### src/rtl/seg_scan_mux.sv
// Time-multiplexed scanner for a common-anode multi-digit 7-segment display, with
// frame-boundary double buffering. Optional leading-zero blanking: LEADING_ZERO_BLANK_EN.
module seg_scan_mux #(
  parameter int NUM_DIGITS   = 4,
  parameter int REFRESH_DIV  = 50000,
  parameter int BLANK_CYCLES = 16
) (
  input  logic                          clk,
  input  logic                          rst,
  input  logic                          load,
  input  logic [4*NUM_DIGITS-1:0]       digits_in,
  output logic [3:0]                    nibble,
  output logic [NUM_DIGITS-1:0]         an,
  output logic [$clog2(NUM_DIGITS)-1:0] digit_idx,
  output logic                          frame_tick,
  output logic                          pending
);

  localparam int CNT_W = $clog2(REFRESH_DIV);
  localparam int IDX_W = $clog2(NUM_DIGITS);
  localparam int DW    = 4 * NUM_DIGITS;

  localparam logic [CNT_W-1:0] CNT_LAST  = CNT_W'(REFRESH_DIV - 1);
  localparam logic [CNT_W-1:0] BLANK_END = CNT_W'(BLANK_CYCLES);
  localparam logic [IDX_W-1:0] IDX_LAST  = IDX_W'(NUM_DIGITS - 1);

  typedef enum logic {S_BLANK, S_DRIVE} slot_e;

  logic [CNT_W-1:0] cnt_q, cnt_d;
  logic [IDX_W-1:0] idx_q, idx_d;
  logic [DW-1:0]    disp_q, disp_d;
  logic [DW-1:0]    hold_q, hold_d;
  logic             pending_q, pending_d;
  logic             frame_tick_q, frame_tick_d;

  logic             slot_end;
  logic             wrap;
  slot_e            slot_state;
  logic             lz_blank;

  // State register
  always_ff @(posedge clk) begin
    if (rst) begin
      cnt_q        <= '0;
      idx_q        <= '0;
      disp_q       <= '0;
      hold_q       <= '0;
      pending_q    <= 1'b0;
      frame_tick_q <= 1'b0;
    end else begin
      cnt_q        <= cnt_d;
      idx_q        <= idx_d;
      disp_q       <= disp_d;
      hold_q       <= hold_d;
      pending_q    <= pending_d;
      frame_tick_q <= frame_tick_d;
    end
  end

  // Next-state: slot/frame sequencing and the double-buffer transfer at the wrap
  always_comb begin
    slot_end     = (cnt_q == CNT_LAST);
    wrap         = slot_end && (idx_q == IDX_LAST);
    cnt_d        = slot_end ? '0 : cnt_q + CNT_W'(1);
    idx_d        = idx_q;
    if (slot_end) idx_d = (idx_q == IDX_LAST) ? '0 : idx_q + IDX_W'(1);
    hold_d       = load ? digits_in : hold_q;
    pending_d    = pending_q;
    disp_d       = disp_q;
    frame_tick_d = wrap;
    if (wrap) begin
      // A load landing on the wrap itself bypasses hold so it is not lost a frame.
      if (load)           disp_d = digits_in;
      else if (pending_q) disp_d = hold_q;
      pending_d = 1'b0;
    end else if (load) begin
      pending_d = 1'b1;
    end
  end

`ifdef LEADING_ZERO_BLANK_EN
  logic [NUM_DIGITS-1:0] zero_from;

  // zero_from[k]: digit k and every more-significant digit are zero
  always_comb begin
    zero_from = '0;
    zero_from[NUM_DIGITS-1] = (disp_q[4*(NUM_DIGITS-1) +: 4] == 4'h0);
    for (int k = NUM_DIGITS - 2; k >= 0; k--) begin
      zero_from[k] = (disp_q[4*k +: 4] == 4'h0) && zero_from[k+1];
    end
    lz_blank = (idx_q != '0) && zero_from[idx_q];
  end
`else
  assign lz_blank = 1'b0;
`endif

  // Outputs: decoded from registered state only
  always_comb begin
    slot_state = (cnt_q < BLANK_END) ? S_BLANK : S_DRIVE;
    an         = '1;
    if (slot_state == S_DRIVE && !lz_blank) an[idx_q] = 1'b0;
    nibble     = disp_q[{idx_q, 2'b00} +: 4];
    digit_idx  = idx_q;
    frame_tick = frame_tick_q;
    pending    = pending_q;
  end

endmodule

### config.mk
export PLATFORM = sky130hd
export DESIGN_NAME = seg_scan_mux
export DESIGN_NICKNAME = d
export VERILOG_FILES = /design/src/rtl/seg_scan_mux.sv
export SDC_FILE = /design/constraint.sdc
export NUM_CORES = 1
export LEC_CHECK = 0
export ABC_AREA = 1
export BUFFER_PORTS_ARGS = -buffer_cell sky130_fd_sc_hd__buf_4
export CAP_MARGIN = 10
export CORE_MARGIN = 4
export CORE_UTILIZATION = 57
export CTS_CLUSTER_SIZE = 16
export DETAILED_ROUTE_END_ITERATION = 8
export GPL_TIMING_DRIVEN = 0
export PLACE_DENSITY_LB_ADDON = 0.12
export SKIP_CTS_REPAIR_TIMING = 1
export SLEW_MARGIN = 5
export SYNTH_ARGS = -nofsm -noshare
export SYNTH_HDL_FRONTEND = slang
export SYNTH_SLANG_ARGS = --single-unit
### constraint.sdc
create_clock -name clk -period 1.99 [get_ports clk]
set_input_delay 0.398 -clock clk [delete_from_list [all_inputs] [get_ports clk]]
set_output_delay 0.398 -clock clk [all_outputs]
set_load 0.1 [all_outputs]
; Word-level counts from Yosys, hierarchy flattened
; Cells that the tools add are included.
[totals]
ff_bits = 52
latchBits = 0
ram_bits = 0
mem_bits_ro = 0
wordCells = 27
n_memories = 0
[classes]
add_sub_neg = 2
multipliers = 0
n_div = 0
n_lt_le_gt_ge = 3
n_eq_ne = 2
shifts = 1
n_mux = 6
n_bitwise = 1
n_reduce_logical = 6
[op_table]
columns = op, n
row1 = 2-to-1 mux 16 bit, 2
row2 = "adder 16 x 1 -> 16 bit, second input constant", 1
row3 = "equality test 16 bit, second input constant", 1
row4 = "< comparator 16 x 5 -> 1 bit, second input constant", 1
row5 = indexed part select 16 x 5 -> 4 bit, 1
row6 = 2-to-1 mux 4 bit, 1
row7 = inverter 4 bit, 1
row8 = OR reduction 2 bit, 2
row9 = "< comparator 2 x 3 -> 1 bit, second input constant", 1
row10 = "adder 2 x 1 -> 2 bit, second input constant", 1
row11 = demux 1 bit (select 2 bit), 1
row12 = "equality test 2 bit, second input constant", 1
row13 = "greater-or-equal comparator 2 x 1 -> 1 bit, second input constant", 1
row14 = logical AND 1 bit, 2
row15 = 2-to-1 mux 2 bit, 1
row16 = AND reduction 2 bit, 1
row17 = nonzero test 2 bit, 1
row18 = 2-to-1 mux 1 bit, 1

; Logic depth before layout (Yosys ltp)
; Gate-level depths: netlist of run 1.
[logic_depth]
word_depth = 6
ltp_mapped = 10
mapped_depth_nobuf = 9

; Least setup slack after synthesis of run 1
; No wires, ideal clock.
[synth_path]
path_kind = reg2out
from = register idx_q[1], in the netlist digit_idx[1]
to = output port nibble[0]
arrival_time_ns = 3.126
required_time_ns = 1.592
path_slack_ns = -1.534
path_stages_with_launch = 5
path_cell_list = dfxtp_1 > clkinv_1 > o21ai_0 > a21oi_1 > a21oi_1
[synth_via]
elab_chain_cells = 1
[synth_rtl]
columns = item, line_no
row1 = from (decl), 30  ; logic [IDX_W-1:0] idx_q, idx_d;
row2 = from (signal assigned), 52  ; idx_q <= idx_d;
row3 = indexed part select 16 x 5 -> 4 bit, 102  ; nibble = disp_q[{idx_q, 2'b00} +: 4];
row4 = to (decl), 12  ; output logic [3:0] nibble,
; No other way between the ends.

; Final worst setup path of run 1
[layout_path]
from = register cnt_q[7]
to = output port an[3]
[layout_via]
elab_chain_cells = 2
[layout_rtl]
columns = item, line_no
row1 = from (decl), 29  ; logic [CNT_W-1:0] cnt_q, cnt_d;
row2 = from (signal assigned), 51  ; cnt_q <= cnt_d;
row3 = < comparator 16 x 5 -> 1 bit, 99  ; slot_state = (cnt_q < BLANK_END) ? S_BLANK : S_DRIVE;
row4 = 2-to-1 mux 4 bit, 101  ; if (slot_state == S_DRIVE && !lz_blank) an[idx_q] = 1'b0;
row5 = to (decl), 13  ; output logic [NUM_DIGITS-1:0] an,
; No other way between the ends.

==> results of run 1 <==
==> worst max-delay path by stage <==
stage / to / cells past startpoint
after global routing: an[2] / 5
final: an[3] / 5
after detailed placement: an[2] / 6
after global placement: an[0] / 6
after CTS: an[2] / 6
after floorplan: nibble[0] / 4
==> synth_stat cells, types with 4 or more instances <==
cell type	n	area [um2]
a21oi_1	20	100.1
clkbuf_1	5	18.77
dfxtp_1	52	1041
ha_1	5	62.56
inv_1	49	183.9
nand2_1	64	240.2
nand2_2	5	31.28
nand3_1	8	40.04
nand4_1	20	125.1
nor2_1	56	210.2
nor3_1	5	25.02
o21ai_0	24	120.1
or2_2	16	100.1
xor2_1	4	35.03
==> kinds of logic (layout without fill, tap and decap cells) <==
logic type                 count (synthesis)  after routing  synth area share
xor gates and xnor gates                   5              5           0.01754
and+or+nand+nor                          183            183            0.3429
adders and majority gates                  5              5           0.02506
AOI/OAI and AO/OA                         45             45           0.09073
buffers and inverters                     64            101            0.1068
DFF                                       52             52            0.4170
==> metal layers <==
| layer | wire length, um | track usage | part of all wire | up-vias |
|---|---|---|---|---|
| li1 | - | - | - | 1189 |
| met2 | 2312 | 0.2972 | 0.42 | 73 |
| met3 | 339 | 0.04595 | 0.061 | 11 |
| met5 | 0 | 0 | 0 | - |
| met1 | 2793 | 0.3233 | 0.50 | 985 |
| met4 | 95 | 0.06036 | 0.017 | 0 |
==> power by group through the flow <==
stage               registers (W)  clock network (W)   logic, W
finish                    0.00107           0.000592   0.000151
global placement          0.00110                  0   0.000146
CTS                       0.00107           0.000597   0.000150
global route              0.00108           0.000647   0.000170
detailed placement        0.00110                  0   0.000149
floorplan                 0.00111                  0  0.0000864
==> cell usage in the layout, fill, tap and decap left out, drive strengths merged, types with 4 or more instances in the layout <==
cell    netlist  final
a21oi        20     20
ha            5      5
nand4        21     21
o21ai        24     24
dfxtp        52     52
or2          16     16
nor2         61     61
nand2        69     69
nor3          5      5
clkbuf        5     11
nand3         8      8
inv          50     50
xor2          4      4
buf           7     37
==> sequential cells by signal, indices dropped and copies added, names as in the netlist <==
name	count
cnt_q	16
digit_idx	2
disp_q	16
frame_tick	1
hold_q	16
pending	1
==> tightest hold or removal path: stages <==
cell and delay, ps:
buf_4 80, o21ai_0 100, nor2_1 90
==> cell type report <==
cell class / count / area, um2 / share of cell area
repair buffers: 30 / 302.8 / 0.09992
flip-flops and latches: 52 / 1049 / 0.3460
clock inverters: 1 / 5.005 / 0.001652
plain buffers: 11 / 73.82 / 0.02436
inverters: 52 / 198.9 / 0.06565
clock buffers: 7 / 76.32 / 0.02519
multi-input cells: 238 / 1262 / 0.4166
well taps: 50 / 62.56 / 0.02064
==> through the flow <==
stage,area (um2),util
finish,3030,0.7364
CTS,2922,0.7099
global placement,2840,0.6902
global route,3030,0.7364
floorplan,2560,-
detailed placement,2840,0.6902
==> metrics.md, run 1 <==
| Metric | Value |
|---|---|
| Total overflow reported by the global router | 0 |
| Average wire per standard cell | 12.56 um |
| Detailed router's first-iteration violation count | 189 |
| Nets in the synthesized netlist | 378 |
| Maximum fanout along the worst path | 6 |
| Number of antenna cells inserted | 0 |
| Required time of the critical path | 1590 ps |
| Clock network fraction of design power | 0.326 |
| Sequential-to-total area share from yosys stat | 0.4170 |
| Power Total | 0.001816 W |
| Run status | completed |
| Worst path arrival time | 1540 ps |
| LEAKAGE | 1.282 nW |
| Hold Vio Cnt, Final | 0 |
| Initial cell density of the core | 0.6066 |
| Vias | 2,258 |
| Buffering stage count on the worst path with inverters included | 2 |
| Reg-to-reg endpoint | cnt_q[12] |
| Drc violations | 0 |
| Die Height | 74.18 um |
| Drt via density | 5.120 |
| Peak ir drop on the vdd network | 0.5386 mV |
| Post-Route Setup TNS | 0 ps |
| Worst-case register-to-register setup slack | 230 ps |
| Routability Congestion | 0.9042 |
| DIE AREA | 5502 um2 |
| Final HPWL DP | 4001 um |
| Combinational group share of total power | 0.083 |
| Kind of start point of the critical path | flip-flop |
| Element type at the critical path end | output port |
| Startpoint of the tightest hold check path | digits_in[7] |
| Final WS setup | 50.11 ps |
| Per-instance average area after synthesis | 7.051 um2 |
| Highest attainable clock frequency | 0.5155 GHz |
| Post-synth EDFFs | 0 |
| Number of cells on the worst reg-to-reg path | 6 |
| Cts bufs inserted | 5 |
| Number of distinct library cells after synthesis | 27 |
| # IOs | 31 |
| Layout Nets | 414 |
| Clk pin slew, worst setup/hold paths | 90 ps |
| Cell Chain, Critical Path | nor4_2 > nand4_1 > buf_4 > nand2_2 > buf_12 |
| PwrDens | 599.4 nW/um2 |
| Number of placed cells counting well taps | 433 |
| Worst r2r src | cnt_q[0] |
| Worst-margin pin slew | 598.5 ps |
| Floorplan row count | 23 |
| Net Sw Power | 0.0004409 W |
| Die Width | 74.18 um |
| Clock latency of the later-clocked register in the worst-skew pair | 310 ps |
| Count of maximum capacitance violations | 0 |
| Fraction of power spent switching nets | 0.2427 |
| Register bit count reported by yosys | 52 |
| Top cell family by delay on the critical path | simple AND/OR/NAND/NOR gates |
| Layout overhead on the synthesized area | 21.40% |
| Count of nets left with antenna violations after detail routing | 0 |
| Clock Sinks | 52 |
| Fin crit share | 0.9748 |
| Worst min-delay path category | in2reg |
| Synth Flop Type | dfxtp_1 |
| Hold worst-path end | hold_q[7] |
| Worst slack at placement | 126.0 ps |
| Critical path launch point | cnt_q[7] |
| Sequential share of power | 0.591 |
| Tmin final | 1940 ps |
| Depth of the worst hold-timing path | 3 |
| Warnings from Yosys | 0 |
| Pins Over Slew Limit | 0 |
| Max clock buf depth | 2 |
| Crit Path Class | reg2out |
| Initial antenna violation count | 0 |
| Share of layout cells above drive strength 1 | 0.2225 |
| Non-Filler Instances | 441 |
| Fin Hold WS | 392.2 ps |
| Worst rel slew slack | 0.5979 |
| Slowest Stage Delay on Critical Path | 380 ps |
| Count of final setup violators | 0 |
| Final Routed Wirelength | 5540 um |
| Async set-or-reset flop fraction in the synthesized netlist | 0 |
| Root buffer cell | clkbuf_8 |
| Number of H-tree levels | 2 |
| TritonCTS clock tree | done |
| Final Skew | 8.762 ps |
| Largest net degree at the start of global routing | 16 |
| P_int | 0.001376 W |
| Standard cell with the maximum stage delay on the critical path | dfxtp_1 |
| Vias in the first global route | 1,940 |
| Post-synthesis cell count | 354 |
| Global-route wire length before repair | 8976 um |
| Iteration count of the initial detailed-routing pass | 4 |
| Post-Synthesis Cell Area | 2496 um2 |
| Input/output buffers | 29 |
| Overall routing resource usage | 0.2116 |
| Layout filler cell count | 353 |
| Core area | 4115 um2 |
(Power assumes the default switching activity.)
==> inputs of run 2 (changes only) <==
--- a/config.mk
+++ b/config.mk
@@ -14,8 +14,9 @@
 export DETAILED_ROUTE_END_ITERATION = 8
 export GPL_TIMING_DRIVEN = 0
 export PLACE_DENSITY_LB_ADDON = 0.12
+export SETUP_SLACK_MARGIN = 0.4
 export SKIP_CTS_REPAIR_TIMING = 1
-export SLEW_MARGIN = 5
+export SLEW_MARGIN = 20
 export SYNTH_ARGS = -nofsm -noshare
 export SYNTH_HDL_FRONTEND = slang
 export SYNTH_SLANG_ARGS = --single-unit
==> run 2 against run 1 <==
Compared with the run above:
- clock-buffer cell count down 1
- largest cell class unchanged
- first-iteration DRC count down 26%
- cell area up 9.3%
- highest routed layer unchanged
- critical path depth unchanged
==> metrics.md, run 2 (same netlist as run 1, synthesis figures left out) <==
| Metric | Value |
|---|---|
| Routability Congestion | 0.8916 |
| Input/output buffers | 29 |
| Floorplan row count | 23 |
| Peak ir drop on the vdd network | 0.5918 mV |
| Most common library cell in the layout ignoring fill and taps | nor2_1 |
| Max clock buf depth | 2 |
| Worst-case register-to-register setup slack | 490 ps |
| Worst path arrival time | 1470 ps |
| Worst rel slew slack | 0.7229 |
| Overall routing resource usage | 0.2083 |
| Pins Over Slew Limit | 0 |
| Largest net degree at the start of global routing | 16 |
| Count of maximum capacitance violations | 0 |
| Depth of the worst hold-timing path | 3 |
| Initial cell density of the core | 0.6066 |
| Final Routed Wirelength | 5965 um |
| Number of placed cells counting well taps | 433 |
| Average wire per standard cell | 13.26 um |
| Drc violations | 0 |
| Layout Nets | 423 |
| PwrDens | 557.0 nW/um2 |
| Non-Filler Instances | 450 |
| Worst-margin pin slew | 415.7 ps |
| Clock network fraction of design power | 0.333 |
| TritonCTS clock tree | done |
| Die Height | 74.18 um |
| Initial antenna violation count | 0 |
| Number of cells on the worst reg-to-reg path | 9 |
| Element type at the critical path end | output port |
| Highest attainable clock frequency | 0.5345 GHz |
| Core area | 4115 um2 |
| Cts bufs inserted | 5 |
| Sequential share of power | 0.583 |
| Required time of the critical path | 1590 ps |
| Count of nets left with antenna violations after detail routing | 0 |
| Vias | 2,362 |
| LEAKAGE | 1.424 nW |
| Crit Path Class | reg2out |
| Detailed router's first-iteration violation count | 140 |
| Layout filler cell count | 280 |
| Final HPWL DP | 3941 um |
| Total overflow reported by the global router | 0 |
| Worst min-delay path category | in2reg |
| Number of antenna cells inserted | 0 |
| Root buffer cell | clkbuf_8 |
| Kind of start point of the critical path | flip-flop |
| Count of final setup violators | 0 |
| Biggest regs | cnt_q x16, disp_q x16, hold_q x16 |
| Share of layout cells above drive strength 1 | 0.3100 |
| Power Total | 0.001845 W |
| Tmin final | 1871 ps |
| Clk pin slew, worst setup/hold paths | 90 ps |
| Global-route wire length before repair | 8887 um |
| Fin crit share | 0.9402 |
| Die Width | 74.18 um |
| Vias in the first global route | 1,990 |
| P_int | 0.001408 W |
| Combinational group share of total power | 0.084 |
| Maximum fanout along the worst path | 5 |
| Iteration count of the initial detailed-routing pass | 4 |
| Leading cell types in the layout, fill and taps excluded | nor2_1 (55), nand2_1 (52), inv_1 (47) |
| Clock latency of the later-clocked register in the worst-skew pair | 300 ps |
| Number of H-tree levels | 2 |
| Net Sw Power | 0.0004367 W |
| Clock Sinks | 52 |
| Hold Vio Cnt, Final | 0 |
| Utilization after layout | 0.8048 |
| # IOs | 31 |
| Drt via density | 5.249 |
| DIE AREA | 5502 um2 |
| Layout overhead on the synthesized area | 32.68% |
| Fin Hold WS | 401.9 ps |
| RSZ-0062 raised after global routing | yes |
| Run status | completed |
| Final Skew | 5.923 ps |
| Fraction of power spent switching nets | 0.2367 |
## run 2: cell types whose count changed in the layout (fill, tap and decap cells not counted), sizes merged
cell / delta
buf: +8
clkinv: +2
clkinvlp: -1
## run 2: power groups by stage
| stage | combinational [W] | sequential, W | clock [W] |
|---|---|---|---|
| floorplan | 0.0000863 | 0.00111 | 0 |
| global placement | 0.000146 | 0.00110 | 0 |
| detailed placement | 0.000148 | 0.00110 | 0 |
| CTS | 0.000149 | 0.00107 | 0.000628 |
| global route | 0.000175 | 0.00108 | 0.000671 |
| finish | 0.000155 | 0.00108 | 0.000615 |
## run 2: metrics by stage
step | instance area (um2) | worst slack (ps) | setup TNS (ps)
2_1_floorplan | 2599 | 196.6 | 0
3_3_place_gp | 2879 | 37.93 | 0
3_5_place_dp | 2879 | 29.41 | 0
4_1_cts | 2972 | -307.5 | -1123
5_1_grt | 3312 | 30.72 | 0
6_report | 3312 | 119.0 | 0
## run 2: layout make-up
cell class	instances	area (um2)	share of cell area
buffer	12	92.59	0.02796
clock inverter	2	10.01	0.003022
multi-input combinational	238	1391	0.4201
sequential	52	1059	0.3196
inverter	52	207.7	0.06271
tap	50	62.56	0.01889
clock buffer	6	82.58	0.02493
timing repair buffer	38	406.6	0.1228
## run 2: critical path: stages, from the launching register on
cell and delay (ps):
dfxtp_4 370, nor4_2 250, nand4_1 140, buf_6 170, nand2_4 70, buf_12 160
## run 2: worst paths after layout
check               startpoint         to
setup / recovery      cnt_q[8]      an[1]
setup reg to reg      cnt_q[0]  disp_q[9]
hold / removal    digits_in[8]  hold_q[8]
hold reg to reg       cnt_q[0]   cnt_q[0]
## run 2: per-layer routing
layer,track usage,up-vias,routed length [um]
met4,0.06036,0,139
met5,0,-,0
met1,0.3006,1071,2884
met2,0.3071,66,2594
met3,0.05405,16,347
li1,-,1209,-
==> inputs of run 3 (changes only) <==
--- a/config.mk
+++ b/config.mk
@@ -5,11 +5,10 @@
 export SDC_FILE = /design/constraint.sdc
 export NUM_CORES = 1
 export LEC_CHECK = 0
-export ABC_AREA = 1
 export BUFFER_PORTS_ARGS = -buffer_cell sky130_fd_sc_hd__buf_4
 export CAP_MARGIN = 10
 export CORE_MARGIN = 4
-export CORE_UTILIZATION = 57
+export CORE_UTILIZATION = 56
 export CTS_CLUSTER_SIZE = 16
 export DETAILED_ROUTE_END_ITERATION = 8
 export GPL_TIMING_DRIVEN = 0
==> constraint.sdc (replaced) <==
create_clock -name clk -period 1.99 [get_ports clk]
set_input_delay 0 -clock clk [delete_from_list [all_inputs] [get_ports clk]]
set_output_delay 0 -clock clk [all_outputs]
set_load 0.1 [all_outputs]
==> run 3 against run 2 <==
Compared with the run above:
- the flow now finishes with violations (hold timing)
- cell area is 11% lower
- register-to-register slack worse by 360 ps
- synthesized area is 7.5% lower
==> metrics.md, run 3 <==
| Metric | Value |
|---|---|
| Hold worst-path end | hold_q[12] |
| Vias | 1,690 |
| Drt via density | 5.314 |
| RSZ-0062 raised after global routing | yes |
| TritonCTS clock tree | done |
| Number of H-tree levels | 2 |
| Clk pin slew, worst setup/hold paths | 90 ps |
| Root buffer cell | clkbuf_8 |
| Required time of the critical path | 2190 ps |
| Fin Hold WS | -18.87 ps |
| Number of cells on the worst reg-to-reg path | 5 |
| Run status | complete, but fails checks |
| Element type at the critical path end | flip-flop |
| Worst min-delay path category | in2reg |
| Clock latency of the later-clocked register in the worst-skew pair | 300 ps |
| Die Height | 72.21 um |
| Initial antenna violation count | 0 |
| Number of antenna cells inserted | 0 |
| Largest net degree at the start of global routing | 16 |
| Share of layout cells above drive strength 1 | 0.3470 |
| Tmin final | 1857 ps |
| Biggest area contributors in the synthesized netlist | dfxtp_1 (45%), mux2i_1 (7.4%), mux2_4 (6.5%) |
| Warnings from Yosys | 0 |
| Area leader, netlist | dfxtp_1 |
| Pins Over Slew Limit | 0 |
| Kind of start point of the critical path | flip-flop |
| Fin crit share | 0.9332 |
| Slowest Stage Delay on Critical Path | 370 ps |
| Post-synth EDFFs | 0 |
| Worst rel slew slack | 0.6191 |
| Non-Filler Instances | 318 |
| Final Skew | 6.851 ps |
| Routability Congestion | 0.7178 |
| Iteration count of the initial detailed-routing pass | 4 |
| Total overflow reported by the global router | 0 |
| Global-route wire length before repair | 7155 um |
| Synth Flop Type | dfxtp_1 |
| LEAKAGE | 1.239 nW |
| Leading cell types in the layout, fill and taps excluded | dfxtp_1 (41), nor2_1 (37), buf_4 (28) |
| Startpoint of the tightest hold check path | digits_in[12] |
| Nets in the synthesized netlist | 244 |
| Worst-margin pin slew | 571.4 ps |
| Vias in the first global route | 1,502 |
| Standard cell with the maximum stage delay on the critical path | dfxtp_4 |
| Summed area of non-filler cells in the final layout | 2957 um2 |
| Number of placed cells counting well taps | 298 |
| Maximum fanout along the worst path | 10 |
| Most common library cell in the layout ignoring fill and taps | dfxtp_1 |
| Violated checks | hold timing |
| Async set-or-reset flop fraction in the synthesized netlist | 0 |
| Commonest cells post-synth | dfxtp_1 (52), nor2_1 (37), mux2i_1 (17), nor2b_1 (16), mux2_4 (10) |
| Clock Sinks | 52 |
| Biggest regs | cnt_q x16, disp_q x16, hold_q x16 |
| Top-count cell post-synth | dfxtp_1 |
| Number of distinct library cells after synthesis | 37 |
| Per-instance average area after synthesis | 10.49 um2 |
| Layout filler cell count | 307 |
| Worst path arrival time | 2050 ps |
| PwrDens | 628.2 nW/um2 |
| Post-Synthesis Cell Area | 2308 um2 |
| Depth of the worst hold-timing path | 3 |
| DIE AREA | 5214 um2 |
| Max clock buf depth | 2 |
| Layout Nets | 291 |
| Hold Vio Cnt, Final | 6 |
| Layout overhead on the synthesized area | 28.08% |
| DP Area | 2618 um2 |
| Count of final setup violators | 0 |
| Input/output buffers | 28 |
| # IOs | 31 |
| Die Width | 72.21 um |
| Crit Path Class | reg2reg |
| Worst-case register-to-register setup slack | 130 ps |
| Final Routed Wirelength | 4712 um |
| Floorplan row count | 23 |
| Power Total | 0.001857 W |
| Final HPWL DP | 3163 um |
| Sequential-to-total area share from yosys stat | 0.4509 |
| Reg-to-reg endpoint | disp_q[11] |
| Peak ir drop on the vdd network | 0.4574 mV |
| Core area | 4000 um2 |
| Post-Route Setup TNS | 0 ps |
| Register bit count reported by yosys | 52 |
| Drc violations | 0 |
| Detailed router's first-iteration violation count | 74 |
| Highest attainable clock frequency | 0.5385 GHz |
| Initial cell density of the core | 0.5771 |
| Overall routing resource usage | 0.1786 |
| Worst r2r src | cnt_q[10] |
| Post-synthesis cell count | 220 |
| Proportion of netlist area held by the largest area contributor | 0.4509 |
| Average wire per standard cell | 14.82 um |
| Count of maximum capacitance violations | 0 |
| Cts bufs inserted | 5 |
| Count of nets left with antenna violations after detail routing | 0 |
| Cell Chain, Critical Path | nor4_4 > nand4_4 > nor3_4 > buf_12 > mux2_4 |
run 3: cell types whose count changed after synthesis, moves of 8 or more:
cell / previous run / this run
mux2i_1: 0 / 17
nor2_1: 56 / 37
nand2_1: 64 / 7
nand4_1: 20 / 4
nor2b_1: 0 / 16
mux2_4: 0 / 10
xnor2_1: 1 / 9
inv_1: 49 / 6
o21ai_0: 24 / 1
or2_2: 16 / 1
a21oi_1: 20 / 3
run 3: logic make-up (layout without fill, tap and decap cells):
group,count (synthesis),after routing,share of synthesized area
muxes,37,37,0.2070
AOI/OAI and AO/OA,5,5,0.01192
and+or+nand+nor,92,92,0.2212
DFF,52,52,0.4509
adders and majority gates,5,5,0.02710
buffers and inverters,17,65,0.03631
xor gates and xnor gates,12,12,0.04553
run 3: through the flow:
stage	worst slack, ps	util
2_1_floorplan	170.7	-
3_3_place_gp	-4.327	0.6544
3_5_place_dp	-20.91	0.6544
4_1_cts	-39.71	0.6800
5_1_grt	79.11	0.7391
6_report	133.0	0.7391
run 3: layer usage:
metal  up-vias  routed length (um)  global-route usage  part of all wire
li1        854                   -                   -                 -
met1       796                2261              0.2502              0.48
met2        34                2189              0.2679              0.46
met3         6                 203             0.04848             0.043
met4         0                  58             0.05637             0.012
met5         -                   0                   0                 0
run 3: critical path: cells and delay by family, from the launching register on:
| family | cells | cell delay [ps] |
|---|---|---|
| muxes | 1 | 300 |
| DFF | 1 | 370 |
| buffers and inverters | 1 | 200 |
| and+or+nand+nor | 3 | 880 |
run 3: where the power goes:
group / leakage [nW] / internal [W] / switching (W)
sequential: 0.429 / 0.00106 / 0.0000115
clock: 0.0534 / 0.000323 / 0.000333
combinational: 0.756 / 0.0000594 / 0.0000701
run 3: how the worst max path moves through the flow:
stage,start,to,slack [ps],cells after the start
after floorplan,cnt_q[4],disp_q[10],170,5
after global placement,cnt_q[4],disp_q[8],-4,5
after detailed placement,cnt_q[7],disp_q[11],-20,5
after CTS,cnt_q[4],disp_q[11],-40,5
after global routing,cnt_q[10],disp_q[5],80,5
final,cnt_q[10],disp_q[11],130,5
run 3: layout make-up:
cell class | instances | area [um2] | area share
clock inverters | 1 | 5.005 | 0.001693
flip-flops and latches | 52 | 1067 | 0.3610
repair buffers | 40 | 375.4 | 0.1270
inverters | 6 | 22.52 | 0.007617
multi-input cells | 151 | 1252 | 0.4236
clock buffers | 7 | 97.59 | 0.03301
well taps | 50 | 62.56 | 0.02116
plain buffers | 11 | 73.82 | 0.02497
